--- src/rtl/line_rasterizer.sv ---
// Bresenham line rasterizer: accepts one {x0,y0,x1,y1} descriptor and streams
// every pixel from point 0 to point 1 on a valid/ready pixel interface.
module line_rasterizer #(
    parameter int LINE_BITS = 7
) (
    input  logic                   clk_i,
    input  logic                   rst_i,
    input  logic                   line_valid_i,
    output logic                   line_ready_o,
    input  logic [4*LINE_BITS-1:0] line_i,
    input  logic                   flush_i,
    output logic                   pix_valid_o,
    input  logic                   pix_ready_i,
    output logic [LINE_BITS-1:0]   pix_x_o,
    output logic [LINE_BITS-1:0]   pix_y_o,
    output logic                   pix_last_o,
    output logic                   busy_o
);
    localparam int W = LINE_BITS;

    typedef enum logic [1:0] {IDLE, SETUP, STEP} state_e;

    state_e              state_q, state_d;
    logic [W-1:0]        x_q, x_d, y_q, y_d, x1_q, x1_d, y1_q, y1_d;
    logic signed [W+1:0] dx_q, dx_d, dy_q, dy_d, err_q, err_d;
    logic                sx_q, sx_d, sy_q, sy_d;   // 1 = step towards smaller coordinate
    logic                pix_valid_q, pix_last_q, busy_q;
    logic                pix_valid_d, pix_last_d, busy_d;

    logic signed [W+2:0] e2, dx_e, dy_e;
    logic [W-1:0]        adx, ady;
    logic                hs, step_x, step_y;

    always_comb begin
        state_d = state_q;
        x_d     = x_q;
        y_d     = y_q;
        x1_d    = x1_q;
        y1_d    = y1_q;
        dx_d    = dx_q;
        dy_d    = dy_q;
        err_d   = err_q;
        sx_d    = sx_q;
        sy_d    = sy_q;

        e2     = {err_q, 1'b0};
        dx_e   = {dx_q[W+1], dx_q};
        dy_e   = {dy_q[W+1], dy_q};
        step_x = (e2 >= dy_e);
        step_y = (e2 <= dx_e);
        // In SETUP the current point still holds (x0,y0).
        adx    = (x1_q >= x_q) ? x1_q - x_q : x_q - x1_q;
        ady    = (y1_q >= y_q) ? y1_q - y_q : y_q - y1_q;
        hs     = pix_valid_q && pix_ready_i;

        case (state_q)
            IDLE: begin
                if (!flush_i && line_valid_i) begin
                    x_d     = line_i[4*W-1 -: W];
                    y_d     = line_i[3*W-1 -: W];
                    x1_d    = line_i[2*W-1 -: W];
                    y1_d    = line_i[W-1:0];
                    state_d = SETUP;
                end
            end
            SETUP: begin
                if (flush_i) begin
                    state_d = IDLE;
                end else begin
                    dx_d    = {2'b00, adx};
                    dy_d    = -$signed({2'b00, ady});
                    sx_d    = (x1_q < x_q);
                    sy_d    = (y1_q < y_q);
                    err_d   = dx_d + dy_d;
                    state_d = STEP;
                end
            end
            STEP: begin
                if (flush_i) begin
                    state_d = IDLE;
                end else if (hs) begin
                    if (pix_last_q) begin
                        state_d = IDLE;
                    end else begin
                        if (step_x) x_d = sx_q ? x_q - 1'b1 : x_q + 1'b1;
                        if (step_y) y_d = sy_q ? y_q - 1'b1 : y_q + 1'b1;
                        err_d = err_q + (step_x ? dy_q : '0) + (step_y ? dx_q : '0);
                    end
                end
            end
            default: state_d = IDLE;
        endcase

        pix_valid_d = (state_d == STEP);
        busy_d      = (state_d != IDLE);
        pix_last_d  = (state_d == STEP) && (x_d == x1_d) && (y_d == y1_d);
    end

    always_ff @(posedge clk_i or posedge rst_i) begin
        if (rst_i) begin
            state_q     <= IDLE;
            x_q         <= '0;
            y_q         <= '0;
            x1_q        <= '0;
            y1_q        <= '0;
            dx_q        <= '0;
            dy_q        <= '0;
            err_q       <= '0;
            sx_q        <= 1'b0;
            sy_q        <= 1'b0;
            pix_valid_q <= 1'b0;
            pix_last_q  <= 1'b0;
            busy_q      <= 1'b0;
        end else begin
            state_q     <= state_d;
            x_q         <= x_d;
            y_q         <= y_d;
            x1_q        <= x1_d;
            y1_q        <= y1_d;
            dx_q        <= dx_d;
            dy_q        <= dy_d;
            err_q       <= err_d;
            sx_q        <= sx_d;
            sy_q        <= sy_d;
            pix_valid_q <= pix_valid_d;
            pix_last_q  <= pix_last_d;
            busy_q      <= busy_d;
        end
    end

    assign line_ready_o = (state_q == IDLE) && !flush_i && !rst_i;
    assign pix_valid_o  = pix_valid_q;
    assign pix_x_o      = x_q;
    assign pix_y_o      = y_q;
    assign pix_last_o   = pix_last_q;
    assign busy_o       = busy_q;
endmodule

--- config.mk ---
export PLATFORM = sky130hd
export DESIGN_NAME = line_rasterizer
export DESIGN_NICKNAME = d
export VERILOG_FILES = /design/src/rtl/line_rasterizer.sv
export SDC_FILE = /design/constraint.sdc
export NUM_CORES = 1
export LEC_CHECK = 0
export CAP_MARGIN = 30
export CORE_MARGIN = 2
export CORE_UTILIZATION = 50
export DETAILED_ROUTE_END_ITERATION = 10
export PLACE_DENSITY_LB_ADDON = 0.1
export SLEW_MARGIN = 10
export SYNTH_ARGS = -nofsm -noshare
export SYNTH_HDL_FRONTEND = slang
export SYNTH_SLANG_ARGS = --single-unit
--- constraint.sdc ---
create_clock -name clk_i -period 5.1 [get_ports clk_i]
set_input_delay 1.275 -clock clk_i [delete_from_list [all_inputs] [get_ports clk_i]]
set_output_delay 1.275 -clock clk_i [all_outputs]
set_load 0.02 [all_outputs]
After elaboration in Yosys (flattened, before gate mapping)
Index checks and enable logic that the tools add are counted.
{"block": "classes", "addsub": 12, "order_cmp": 6, "n_eq_ne": 9, "muxes": 33, "n_bitwise": 1, "reduce_logical": 13}
{"op": "two-way mux 7 bit", "count": 19}
{"op": "two-way mux 9 bit", "count": 5}
{"op": "case mux 7 bit (2 select lines)", "count": 2}
{"op": "subtractor 7 bit", "count": 4}
{"op": "case mux 9 bit (2 select lines)", "count": 1}
{"op": "adder 7 x 1 -> 7 bit (second input constant)", "count": 2}
{"op": "== test 7 bit", "count": 2}
{"op": ">= comparator 7 bit", "count": 2}
{"op": "< comparator 7 bit", "count": 2}
{"op": "subtractor 7 x 1 -> 7 bit (second input constant)", "count": 2}
{"op": ">= comparator 10 x 9 -> 1 bit", "count": 1}
{"op": "less-or-equal comparator 10 x 8 -> 1 bit", "count": 1}
{"op": "two-way mux 2 bit", "count": 5}
{"op": "adder 8 x 9 -> 9 bit", "count": 1}
{"op": "adder 9 x 7 -> 9 bit", "count": 1}
{"op": "adder 9 bit", "count": 1}
{"op": "negation 7 -> 9 bit", "count": 1}
{"op": "!= test 2 bit (second input constant)", "count": 4}
{"op": "logical AND 1 bit", "count": 6}
{"op": "case mux 2 bit (3 select lines)", "count": 1}
{"op": "AND reduction 5 bit", "count": 1}
{"op": "== test 2 bit (second input constant)", "count": 2}
{"op": "nonzero test 2 bit", "count": 2}
{"op": "== test 2 x 1 -> 1 bit (second input constant)", "count": 1}
{"op": "4 further kinds", "count": 5}
{"block": "totals", "regBits": 60, "input_bits": 33, "output_inout_bits": 18}

Logic depth before layout (Yosys ltp)
Gate-level depths: netlist of the first run.
{"block": "logic_depth", "ltp_word": 10, "ltp_mapped": 22}

Least setup slack after synthesis of the first run
OpenSTA, ideal clock, no wires.
{"block": "synth_path", "path_type": "flip-flop to flip-flop", "from": "reg y_q[0], in the netlist pix_y_o[0]", "to": "reg err_q[6]", "setup_ns": 0.082, "arrival_ns": 3.908, "required_time_ns": 5.018, "path_slack_ns": 1.110, "stages_incl_launch_ff": 20, "cell_sequence": "dfrtp_1 > inv_1 > ha_1 > nand2b_1 > a211o_2 > a21oi_4 > mux2i_1 > xor2_1 > and3_1 > xor2_1 > ha_1 > inv_1 > a21oi_1 > o21a_1 > nor2_1 > inv_1 > a21oi_1 > xnor2_1 > nand2_1 > a31oi_1"}
{"block": "synth_via", "elab_chain_len": 6}
{"element": "start, declared", "line_no": "24", "rtl": "logic [W-1:0] x_q, x_d, y_q, y_d, x1_q, x1_d, y1_q, y1_d;"}
{"element": "start signal, assigned", "line_no": "117", "rtl": "y_q <= y_d;"}
{"element": "subtractor 7 bit / >= comparator 7 bit (equally long branches)", "line_no": "53", "rtl": "ady = (y1_q >= y_q) ? y1_q - y_q : y_q - y1_q;"}
{"element": "two-way mux 7 bit (*)", "line_no": "53"}
{"element": "negation 7 -> 9 bit (*)", "line_no": "71", "rtl": "dy_d = -$signed({2'b00, ady});"}
{"element": "adder 8 x 9 -> 9 bit (*)", "line_no": "74", "rtl": "err_d = dx_d + dy_d;"}
{"element": "two-way mux 9 bit (*)", "line_no": "67", "rtl": "if (flush_i) begin"}
{"element": "case mux 9 bit (2 select lines) (*)", "line_no": "56", "rtl": "case (state_q)"}
{"element": "end signal, assigned", "line_no": "122", "rtl": "err_q <= err_d;"}
{"element": "end, declared", "line_no": "25", "rtl": "logic signed [W+1:0] dx_q, dx_d, dy_q, dy_d, err_q, err_d;"}
Every way passes the cells marked *; elsewhere a longest branch is shown, timed or not. The select of a mux whose other input is x is not followed.
A chain may end at the register's enable or synchronous reset.

Final worst setup path of the first run
Ends and elaborated chain as after synthesis.

==> run_results.csv, run 1 <==
group,metric,value,unit
yosys,synth_nets,760,
global_route,grt_pass1_vias,4861,
pwr,power,4.84,mW
yosys,synth.top_cell.area_share,0.270,
yosys,synth.most_common_cell,"inv_1",
critical_path,endpoint_kind,"flop",
cts,cts_sinks,60,
cts,cts_setup_buffers,0,
critical_path,cp_common_cell,"inv_1",
placed_design,dp.cells,832,
timing,skew,0.00753,ns
cells_and_area,finalNetCount,818,
cts,cts_resized,0,
yosys,syn-cell-area,5560,µm²
route,viasPerCell,5.67,
yosys,synth-edff-count,0,
floorplan,die_h,109,µm
cells_and_area,final_cells,845,
yosys,synthArstFlopShare,1.00,
critical_path,cp_max_fo,8,
placed_design,dp_hpwl,11700,µm
timing,slew_violations,0,
cells_and_area,syn_to_final_growth,15.6,%
cts,hold_buffers,0,
cells_and_area,utilization,0.593,
route,routed_wl,14800,µm
timing,final_hold_viol_count,0,
route,num_vias,4787,
cts,h-tree-depth,3,
floorplan,design.portCount,51,
pwr,vdd_drop_max,0.465,mV
floorplan,initial_core_util,0.513,
timing,min_period,4.59,ns
route,wl_per_cell,17.5,µm
yosys,synth.distinct_cells,69,
global_route,grt_pass1_wl,24100,µm
global_route,overflow,0,
timing,rsz0062_at_grt,"false",
floorplan,rows,38,
critical_path,crit_path_cell_trace,"inv_1 -> ha_1 -> nand2b_1 -> a211o_2 -> a21oi_4 -> mux2i_1 -> xor2_1 -> and3_1 -> xor2_1 -> ha_1 -> inv_1 -> a21oi_1 -> o21a_1 -> nor2_1 -> inv_1 -> a21oi_1 -> xnor2_1 -> nand2_1 -> a31oi_1",
global_route,antenna_found_initial,0,
global_route,gr-usage-all-layers,0.267,
timing,fin_crit_sh,0.900,
cells_and_area,layout-drive-gt1-share,0.0652,
cts,clock_path_buffers,2,
worst_hold_path,min_to,"dx_q[1]",
critical_path,r2r_cells,19,
cts,cts_root_buffer,"clkbuf_8",
yosys,synth.area.top_cells,"dfrtp_1 (27%), ha_1 (15%), fa_1 (5.4%), inv_1 (4.7%), xnor2_1 (4.4%)",
critical_path,cpPeakStageDelay,0.50,ns
route,detail-route-antenna-nets,0,
timing,fmax,0.218,GHz
yosys,yosysWarnings,0,
floorplan,dieArea,12000,µm²
floorplan,die_w,109,µm
cts,cts_tree,"yes",
run_status,status,"completed",
pwr,power_density,754,nW/µm²
critical_path,worstPathRequired,5.38,ns
critical_path,critPathLaunchType,"flop",
floorplan,core,10800,µm²
timing,finalSetupViolations,0,
critical_path,r2r_start,"pix_y_o[0]",
worst_hold_path,hp-start,"dx_q[1]",
yosys,ys_top_cells_by_count,"inv_1 (70), ha_1 (67), dfrtp_1 (60), nand2_1 (60), a21oi_1 (47)",
yosys,synth_ff_type,"dfrtp_1",
yosys,syn_area_per_cell,8.62,µm²
route,drtIter0Drc,254,
critical_path,reg2reg_slack,0.51,ns
timing,tns,0,ns
cts,path_clk_slew,0.07,ns
route,first_pass_iters,5,
placed_design,globalplace.congestion,0.876,
critical_path,timing.rr.end,"err_q[6]",
worst_hold_path,whs_path_depth,2,
cts,insertion_delay,0.36,ns
pwr,total_leakage_power,3.00,nW
cts,cts_made_buffers,9,
timing,max_slew_margin,0.527,
route,drc_errors,0,
global_route,grt_max_degree,32,
critical_path,crit_type,"reg2reg",
critical_path,crit_family,"compound AO/OA/AOI/OAI gates",
yosys,yosys_register_bits,60,
critical_path,cp.buffers_inverters,3,
critical_path,critical-path-slowest-cell,"dfrtp_1",
critical_path,cp.arrival,4.87,ns
yosys,syn_inst,645,
placed_design,port_buffers,50,
timing,tightest_slew,0.708,ns
yosys,synth-seq-area-share,0.270,
worst_hold_path,worstHoldPathType,"reg2reg",
yosys,yosysTopAreaCell,"dfrtp_1",
run,drv_cap,0,
cells_and_area,antenna_cells,0,
## layer usage
layer,track usage,wire (µm),vias up
met5,0,0,-
met4,0.134,433,0
met3,0.0385,617,28
met2,0.421,6750,129
met1,0.360,7010,2277
li1,-,-,2353
## metrics by stage
stage          setup slack, ns  area (µm²)  hold WS (ns)
2_1_floorplan             1.11        5560         0.450
3_3_place_gp             0.679        6260         0.467
3_5_place_dp             0.578        6280         0.482
4_1_cts                  0.528        6420         0.496
5_1_grt                  0.249        6420         0.515
6_report                 0.510        6420         0.488
## cell families (layout without fill, tap and decap cells)
kind of cell | Yosys count | after routing | synth area share
AO/OA/AOI/OAI | 174 | 174 | 0.197
buffers and inverters | 88 | 148 | 0.0594
adder cells (fa/ha/maj) | 82 | 82 | 0.205
XOR/XNOR | 43 | 43 | 0.0691
flip-flops | 60 | 60 | 0.270
AND/OR/NAND/NOR | 172 | 172 | 0.149
multiplexers | 26 | 26 | 0.0497
## worst min-delay path: stages (launching register included)
cell and delay, ns:
dfrtp_1 0.34, nand2_1 0.05, o21ai_0 0.06
## sequential cells by signal (all words and copies together) (netlist names)
signal	count
busy_o	1
dx_q	7
dy_q	9
err_q	9
pix_last_o	1
pix_valid_o	1
pix_x_o	7
pix_y_o	7
state_q	2
sx_q	1
sy_q	1
x1_q	7
y1_q	7
## power by group
part	internal [mW]	total, mW	switching, mW
sequential	0.634	0.836	0.202
combinational	1.62	3.64	2.03
clock	0.169	0.359	0.190
total	2.42	4.84	2.42
## how the worst max path moves through the flow
stage	end	slack (ns)	startpoint	cells after the start
finish	err_q[6]	0.51	pix_y_o[0]	19
global route	err_q[6]	0.25	pix_y_o[0]	19
CTS	err_q[6]	0.53	pix_y_o[0]	19
detailed placement	err_q[6]	0.58	pix_y_o[0]	19
global placement	err_q[6]	0.68	pix_y_o[0]	19
floorplan	err_q[6]	1.11	pix_y_o[0]	19
## placed cells by master, fill, tap and decap left out, types with 3 or more instances in the layout
cell	instances
a21oi_1	47
and2_1	8
nand3_1	9
o21bai_1	8
o21a_1	3
nand4_1	6
xor2_1	14
a211oi_1	8
dfrtp_1	60
nand2b_1	8
a21o_1	10
buf_4	12
o21ai_0	45
nor3_1	12
o21ai_1	5
xnor2_1	28
clkdlybuf4s50_1	50
nor2_1	39
or3_1	4
ha_1	67
o22ai_1	11
nand2_1	60
o31ai_1	3
inv_1	69
a31oi_1	9
fa_1	15
mux2_2	8
and3_1	4
clkbuf_1	4
nor2b_1	8
clkbuf_8	9
mux2i_1	16
## area by class of cell
class	instances	area, µm²
fill	1011	4420
sequential	60	1500
tap	140	175
inverter	72	270
clock buffer	13	139
timing repair buffer	63	611
multi-input combinational	497	3730
No activity file was read; power rests on OpenSTA's default activity.
==> run 2, diff against run 1 <==
Settings changed: CELL_PAD_IN_SITES_DETAIL_PLACEMENT set to 2, CELL_PAD_IN_SITES_GLOBAL_PLACEMENT set to 2, CORE_UTILIZATION 50 to 36.
==> run_results.csv, run 2 (synthesized netlist as in run 1, its figures left out) <==
group,metric,value,unit
route,wl_met2,10200,µm
cells_and_area,syn_to_final_growth,20.6,%
timing,max_slew_margin,0.419,
critical_path,critPathLaunchType,"flop",
worst_hold_path,worstHoldPathType,"reg2reg",
route,drtIter0Drc,176,
cts,h-tree-depth,3,
cells_and_area,fill_cells,1703,
cts,cts_sinks,60,
cells_and_area,final_common_cell,"inv_1",
placed_design,post-place-ws,0.367,ns
global_route,antenna_found_initial,0,
pwr,power_density,821,nW/µm²
floorplan,dieArea,16500,µm²
route,wl_per_cell,22.0,µm
cts,hold_buffers,0,
critical_path,crit_type,"reg2reg",
route,viasPerCell,5.60,
pwr,vdd_drop_max,0.222,mV
timing,setup_slack,0.293,ns
global_route,gr-usage-all-layers,0.252,
route,drc_errors,0,
timing,finalSetupViolations,0,
floorplan,core,15100,µm²
floorplan,die_w,128,µm
route,met3_wirelength,482,µm
cts,cts_tree,"yes",
timing,tightest_slew,0.866,ns
critical_path,worstPathRequired,5.38,ns
floorplan,initial_core_util,0.367,
cells_and_area,reg_top3,"dy_q: 9 flops, err_q: 9 flops",
cts,cts_root_buffer,"clkbuf_16",
floorplan,design.portCount,51,
cts,insertion_delay,0.35,ns
route,detail-route-antenna-nets,0,
global_route,grt_pass1_wl,31400,µm
cells_and_area,finalNetCount,819,
cts,path_clk_slew,0.06,ns
timing,rsz0062_at_grt,"false",
placed_design,globalplace.congestion,0.784,
cts,clock_path_buffers,2,
placed_design,port_buffers,50,
cells_and_area,layout_common_cells,"inv_1 (69), ha_1 (67), nand2_1 (60), dfrtp_1 (60), clkdlybuf4s50_1 (50)",
timing,fmax,0.208,GHz
cts,cts_resized,0,
route,first_pass_iters,4,
critical_path,cp_max_fo,9,
global_route,overflow,0,
timing,fin_crit_sh,0.943,
floorplan,rows,45,
cells_and_area,layout-drive-gt1-share,0.0748,
run_status,status,"completed",
timing,skew,0.00734,ns
timing,slew_violations,0,
route,top_layer,"met4",
critical_path,cp.arrival,5.09,ns
critical_path,endpoint_kind,"flop",
route,num_vias,5027,
run,drv_cap,0,
timing,min_period,4.81,ns
timing,tns,0,ns
route,wirelength_met1,8630,µm
cts,cts_made_buffers,9,
timing,holdWs,0.484,ns
route,routed_wl,19800,µm
global_route,grt_max_degree,34,
cts,cts_setup_buffers,0,
global_route,grt_pass1_vias,5717,
floorplan,die_h,128,µm
timing,final_hold_viol_count,0,
pwr,total_leakage_power,3.11,nW
placed_design,dp_hpwl,15700,µm
## run 2: worst paths after layout
| kind | from | to | slack (ns) | cells past startpoint |
|---|---|---|---|---|
| max | err_q[2] | err_q[8] | 0.29 | 17 |
| max in group asynchronous | rst_i | err_q[1] | 3.30 | 3 |
| min in group asynchronous | rst_i | pix_valid_o | 1.21 | 2 |
| min | dx_q[1] | dx_q[1] | 0.48 | 2 |
| max reg2reg | err_q[2] | err_q[8] | 0.29 | 17 |
| min reg2reg | dx_q[1] | dx_q[1] | 0.48 | 2 |
## run 2: final cells by class
| cell class | count | area, µm² | area share |
|---|---|---|---|
| tap | 188 | 235 | 0.0351 |
| multi-input combinational | 497 | 3730 | 0.556 |
| antenna | 1 | 2.50 | 0.000373 |
| timing repair buffer | 64 | 618 | 0.0922 |
| inverter | 72 | 270 | 0.0403 |
| sequential | 60 | 1500 | 0.224 |
| clock inverter | 4 | 95.1 | 0.0142 |
| clock buffer | 12 | 256 | 0.0382 |
## run 2: per-layer routing
layer	vias to the layer above	track usage
met5	-	0
met4	0	0.0827
met3	30	0.0380
met2	72	0.460
met1	2557	0.301
li1	2368	-
## run 2: worst max-delay path: stages (launching register included)
cell      delay, ns
dfrtp_1        0.44
ha_1           0.32
a211oi_1       0.24
nor3_1         0.07
a211oi_1       0.69
a21oi_1        0.25
buf_4          0.25
and2_1         0.19
fa_1           0.45
ha_1           0.34
a21oi_1        0.27
o22ai_1        0.16
o21ai_0        0.24
nand2b_1       0.09
a21oi_1        0.18
xnor2_1        0.16
mux2i_1        0.23
o221a_1        0.20
## run 2: report_power, final
part / total [mW] / switching [mW] / internal (mW)
registers: 0.866 / 0.232 / 0.634
clock network: 0.749 / 0.245 / 0.504
logic: 3.89 / 2.26 / 1.64
## run 2: metrics by stage
step	instance area [µm²]	cells	util	power, mW
6_report	6710	898	0.443	5.51
3_5_place_dp	6350	881	0.419	4.73
5_1_grt	6700	897	0.443	6.00
4_1_cts	6700	897	0.443	5.59
3_3_place_gp	6330	880	0.418	4.49
2_1_floorplan	5560	645	-	3.53
